==> config.mk <==
export PLATFORM = sky130hd
export DESIGN_NAME = shift_register_ctrl
export DESIGN_NICKNAME = d
export VERILOG_FILES = /design/src/rtl/shift_register_ctrl.sv
export SDC_FILE = /design/constraint.sdc
export NUM_CORES = 1
export LEC_CHECK = 0
export BUFFER_PORTS_ARGS = -buffer_cell sky130_fd_sc_hd__buf_2
export CAP_MARGIN = 20
export CORE_MARGIN = 2
export CORE_UTILIZATION = 37
export DETAILED_ROUTE_END_ITERATION = 10
export GPL_TIMING_DRIVEN = 0
export PLACE_DENSITY = 0.73
export SYNTH_ARGS = -nofsm -noshare
export SYNTH_HDL_FRONTEND = slang
export SYNTH_SLANG_ARGS = --single-unit
==> constraint.sdc <==
create_clock -name clk -period 2.1 [get_ports clk]
set_input_delay 0.105 -clock clk [delete_from_list [all_inputs] [get_ports clk]]
set_output_delay 0.105 -clock clk [all_outputs]
set_load 0.05 [all_outputs]
==> src/rtl/shift_register_ctrl.sv <==
// Frame sequencer for an N-bit LSB-first shift register: loads one word,
// issues N shift pulses every DIV cycles, then returns the received word.
module shift_register_ctrl #(
    parameter int N   = 4,
    parameter int DIV = 1
) (
    input  logic         clk,
    input  logic         rst,
    input  logic         in_valid,
    output logic         in_ready,
    input  logic [N-1:0] in_data,
    output logic         sr_serial_parallel,
    output logic         sr_load_enable,
    output logic [N-1:0] sr_parallel_in,
    input  logic [N-1:0] sr_parallel_out,
    output logic         out_valid,
    output logic [N-1:0] out_data,
    output logic         busy
);

    localparam int BW = (N > 1) ? $clog2(N) : 1;
    localparam int DW = $clog2(DIV) + 1;
    localparam logic [BW-1:0] BIT_LAST = BW'(N - 1);
    localparam logic [DW-1:0] DIV_TOP  = DW'(DIV - 1);
    localparam logic [DW-1:0] DIV_ONE  = DW'(1);
    localparam logic          UNIT_DIV = (DIV == 1);

    typedef enum logic [1:0] {
        IDLE,
        LOAD,
        SHIFT,
        DONE
    } state_t;

    state_t        state;
    logic [DW-1:0] div_cnt;
    logic [BW-1:0] bit_cnt;

    // Load enable is registered, so each branch decides whether the
    // *next* cycle is a shift pulse (divider about to reach zero).
    always_ff @(posedge clk or posedge rst) begin
        if (rst) begin
            state              <= IDLE;
            div_cnt            <= '0;
            bit_cnt            <= '0;
            in_ready           <= 1'b1;
            busy               <= 1'b0;
            sr_serial_parallel <= 1'b0;
            sr_load_enable     <= 1'b0;
            sr_parallel_in     <= '0;
            out_valid          <= 1'b0;
            out_data           <= '0;
        end else begin
            out_valid          <= 1'b0;
            sr_serial_parallel <= 1'b0;
            sr_load_enable     <= 1'b0;
            unique case (state)
                IDLE: begin
                    if (in_valid) begin
                        sr_parallel_in     <= in_data;
                        sr_serial_parallel <= 1'b1;
                        sr_load_enable     <= 1'b1;
                        in_ready           <= 1'b0;
                        busy               <= 1'b1;
                        state              <= LOAD;
                    end
                end
                LOAD: begin
                    div_cnt        <= DIV_TOP;
                    bit_cnt        <= '0;
                    sr_load_enable <= UNIT_DIV;
                    state          <= SHIFT;
                end
                SHIFT: begin
                    if (div_cnt == '0) begin
                        if (bit_cnt == BIT_LAST) begin
                            state <= DONE;
                        end else begin
                            bit_cnt        <= bit_cnt + 1'b1;
                            div_cnt        <= DIV_TOP;
                            sr_load_enable <= UNIT_DIV;
                        end
                    end else begin
                        div_cnt        <= div_cnt - 1'b1;
                        sr_load_enable <= (div_cnt == DIV_ONE);
                    end
                end
                DONE: begin
                    out_data  <= sr_parallel_out;
                    out_valid <= 1'b1;
                    in_ready  <= 1'b1;
                    busy      <= 1'b0;
                    state     <= IDLE;
                end
                default: state <= IDLE;
            endcase
        end
    end

endmodule

* Word level (Yosys, flattened, before mapping) *
Cells that the tools add are included.
W data, S select, Z words.

storage, ports and cells
  bits in latches = 0
  memories kept = 0
  register bits = 18
  memory bits (writable) = 0
  memory bits (read-only) = 0

operators by class
  multipliers = 0
  bitwise logic cells = 0
  order comparisons = 0
  $add $sub $neg = 2
  mux-type cells = 19
  div/mod/pow operators = 0
  reduce and logical (&&, ||, !) cells = 7
  eq/ne operators = 8
  shifts and indexed selects = 0

operator list
  operator               count
  $mux W2                5
  $mux W1                8
  $ne A2 B2 Y1 const B   4
  $pmux W2 S4            1
  $eq A2 B2 Y1 const B   3
  $pmux W1 S2            3
  $reduce_and A3 Y1      2
  $pmux W2 S2            1
  $reduce_and A2 Y1      2
  $reduce_bool A2 Y1     2
  $pmux W1 S3            1
  $add A2 B1 Y2 const B  1
  $eq A2 B1 Y1 const B   1
  $logic_not A2 Y1       1
  $sub A1 B1 Y1 const B  1

* Logic depth before layout (Yosys ltp) *
  word-level depth = 4
  depth in mapped cells = 6

* Worst setup path after synthesis *
No wires, ideal clock.

  path kind = flip-flop to flip-flop
  start = register state[0]
  end = register state[1]
  data required time = 1.975 ns
  arrival time = 1.272 ns
  setup slack = 0.703 ns
  cell stages (with the launch flop) = 6
  library setup time = 0.125 ns
  period minus slack after synthesis = 1.397 ns
  path through = dfrtp_1 > inv_1 > ha_1 > and2b_2 > nor2_2 > mux2_4

on the way
  cells in the longest elaborated chain, start to end = 3
  elaborated cells between the ends (all ways) = 9

RTL lines
  what                                                     RTL line  text
  start, declared                                          35        state_t state;
  start signal, assigned                                   43        state <= IDLE;
  start signal, assigned                                   65        state <= LOAD;
  start signal, assigned                                   72        state <= SHIFT;
  $eq A2 B2 Y1 / $logic_not A2 Y1 (equally long branches)  57        unique case (state)
  $ne A2 B2 Y1 (no source line)                            n/a
  $reduce_and A3 Y1 (no source line)                       n/a

Several ways; a longest one is shown, not always the timed one.
A chain may end at the register's enable or synchronous reset.

* Worst setup path after layout *
Same ends and word-level chain as after synthesis.

==> flow_summary.json <==
{
  "synth.largest_area_cell": "dfrtp_1",
  "grt_overflow_total": 0,
  "start_util_pct": 38.2,
  "ys_seq_area_share_pct": 58.7,
  "fmax_mhz": 673,
  "timing.hold.ws_ns": 0.0457,
  "crit_fanout": 4,
  "n_antenna_cell": 0,
  "synthArstFlopShare_pct": 100,
  "setup_ws_ns": 0.614,
  "r2r_setup_slack_ns": 0.61,
  "critPathLaunchType": "flip-flop",
  "synth-edff-count": 0,
  "crit_type": "reg2reg",
  "clkSinkCount": 17,
  "boundaryPins": 24,
  "report.final.slew_viol_count": 0,
  "cts_hold_buffers": 1,
  "avgSynthCellArea_um2": 13.5,
  "crit_family": "flip-flops",
  "r2r-start": "state[0]$_DFFE_PP0P_",
  "crit_chain": "inv_1 > ha_1 > and2b_2 > nor2_2 > mux2_4",
  "period_share_pct": 70.8,
  "grt_pass1_wl_mm": 2.14,
  "firstDrtPassIters": 4,
  "yosysUniqueCellTypes": 19,
  "cp.arrival_ns": 1.67,
  "die_w_um": 48.3,
  "synth-compound-area-share_pct": 5.85,
  "grt_usage_pct": 12.1,
  "gp_congestion": 0.635,
  "synth_top_area_share_pct": 55.1,
  "worstHoldStart": "in_data[2]",
  "post-route-min-period_ns": 1.49,
  "core_mm2": 0.00190,
  "nets": 99,
  "hold_end": "sr_parallel_in[2]$_DFFE_PP0P_",
  "ff2ff_path_depth": 5,
  "ant_nets": 0,
  "post_cts_buffers": 0,
  "setup_viol": 0,
  "holdPathStages": 2,
  "ys_top_cells_by_area": "dfrtp_1 55%, mux2_2 14%, ha_1 8.6%, dfstp_2 3.6%, a22o_1 2.4%",
  "yosysWarnings": 0,
  "synth_fa_ha_area_share_pct": 8.61,
  "clk_path_buf_depth": 2,
  "maxCapViolations": 0,
  "route.detailed.drc": 0,
  "slowest_delay_ns": 0.40,
  "cts-root-buf": "clkbuf_4",
  "hold_viol": 0,
  "antenna_found_initial": 0,
  "stdcell_area_um2": 913,
  "synth_mux_area_share_pct": 16.0,
  "ys.flop_type": "dfrtp_1",
  "rsz0062_at_grt": "no",
  "cts_resized": 0,
  "yosys.area_share.simple_pct": 6.37,
  "clk-insertion-delay-late_ns": 0.28,
  "status": "complete, no violations",
  "via_per_inst": 4.38,
  "cts_tree": "yes",
  "grt_max_degree": 18,
  "clk_pin_slew_ns": 0.10,
  "rows": 16,
  "worst_pin_slew_ns": 0.611,
  "drive_above_1_share_pct": 52.4,
  "syn-num-nets": 70,
  "place_ws_ns": 0.628,
  "totalWireLength_mm": 1.19,
  "grt_pass1_vias": 478,
  "relSlewSlack_pct": 59.2,
  "die_h_um": 48.3,
  "synth_area_um2": 727,
  "avgRoutedWirePerCell_um": 10.9,
  "critPathSlowestCell": "dfrtp_1",
  "synthXorXnorAreaFrac_pct": 1.20,
  "r2r-end": "state[1]$_DFFE_PP0P_",
  "min_path_type": "in2reg",
  "area_growth_pct": 25.6,
  "dieArea_mm2": 0.00234,
  "htreeDepth": 1,
  "clock_skew_ns": 0.00474,
  "yosys_register_bits": 17,
  "num_vias": 477,
  "tns_ns": 0,
  "crit_buf_inv": 1,
  "cts_buffers": 3,
  "dp_hpwl_um": 923,
  "place_area_um2": 876,
  "port_buffers": 23,
  "synth_top_family_by_area": "multiplexers",
  "cp-end-kind": "flip-flop",
  "required_ns": 2.28,
  "syn-instance-count": 54,
  "drt_iter0_drc": 12
}
## cell families after synthesis
kind of cell | after synthesis
xor gates and xnor gates | 1
muxes | 10
DFF | 17
buffers and inverters | 6
AOI/OAI and AO/OA | 6
and+or+nand+nor | 9
adders and majority gates | 5
## area by class of cell
class                      count  area [um^2]
tap                           27         33.8
sequential                    17          427
fill                         178          988
clock buffer                   3         22.5
inverter                       5         18.8
multi-input combinational     31          277
buffer                         1         5.00
timing repair buffer          24          125
clock inverter                 1         5.00
## synthesized netlist by cell type (2+ instances only)
library cell and number:
ha_1 5, nor2_1 3, nand2_1 2, dfrtp_1 16, inv_1 4, mux2_2 9
a21oi_1 2, a22o_1 2
## layer usage
metal  share of wire, %  up-vias  GRT usage, %
met4                2.3        0          8.57
met3                3.7        2          2.16
li1                   -      237             -
met2                 50       11          19.0
met5                  0        -             0
met1                 44      227          15.0
## state kept, by name, indices dropped and copies added (netlist names)
name / flops
sr_parallel_in: 4
busy: 1
sr_load_enable: 1
out_data: 4
sr_serial_parallel: 1
bit_cnt: 2
out_valid: 1
state: 2
in_ready: 1
## stage by stage
stage               utilization [%]  cells
floorplan                         -     54
global placement               46.1    104
detailed placement             46.1    104
CTS                            48.0    109
global route                   48.0    109
finish                         48.0    109
## worst max-delay path by stage
stage / endpoint / start / depth (start not counted) / slack, ns
floorplan: state[1]$_DFFE_PP0P_ / state[0]$_DFFE_PP0P_ / 5 / 0.70
global placement: state[1]$_DFFE_PP0P_ / state[0]$_DFFE_PP0P_ / 5 / 0.63
detailed placement: state[1]$_DFFE_PP0P_ / state[0]$_DFFE_PP0P_ / 5 / 0.63
CTS: state[1]$_DFFE_PP0P_ / state[0]$_DFFE_PP0P_ / 5 / 0.61
global route: state[1]$_DFFE_PP0P_ / state[0]$_DFFE_PP0P_ / 5 / 0.52
finish: state[1]$_DFFE_PP0P_ / state[0]$_DFFE_PP0P_ / 5 / 0.61
## worst register-to-register path, stage by stage (launching register included)
cell     delay, ns
dfrtp_1       0.40
inv_1         0.08
ha_1          0.22
and2b_2       0.22
nor2_2        0.15
mux2_4        0.31
## cells in the final DEF, fill, tap and decap left out
cell / count
nor2_2: 1
nor3_1: 1
o22a_2: 1
mux2_4: 1
clkinv_2: 1
nor2_1: 3
dfrtp_1: 16
ha_1: 5
buf_2: 24
nand2_1: 2
inv_1: 4
o21ai_0: 1
and2b_2: 1
mux2_2: 9
clkbuf_4: 3
dfstp_2: 1
xnor2_1: 1
inv_2: 1
a22o_1: 2
and2b_1: 1
a21oi_1: 2
dlygate4sd3_1: 1
Power is not shown: default switching activity piles up to over one toggle a cycle in this logic, so the estimate is an artifact.
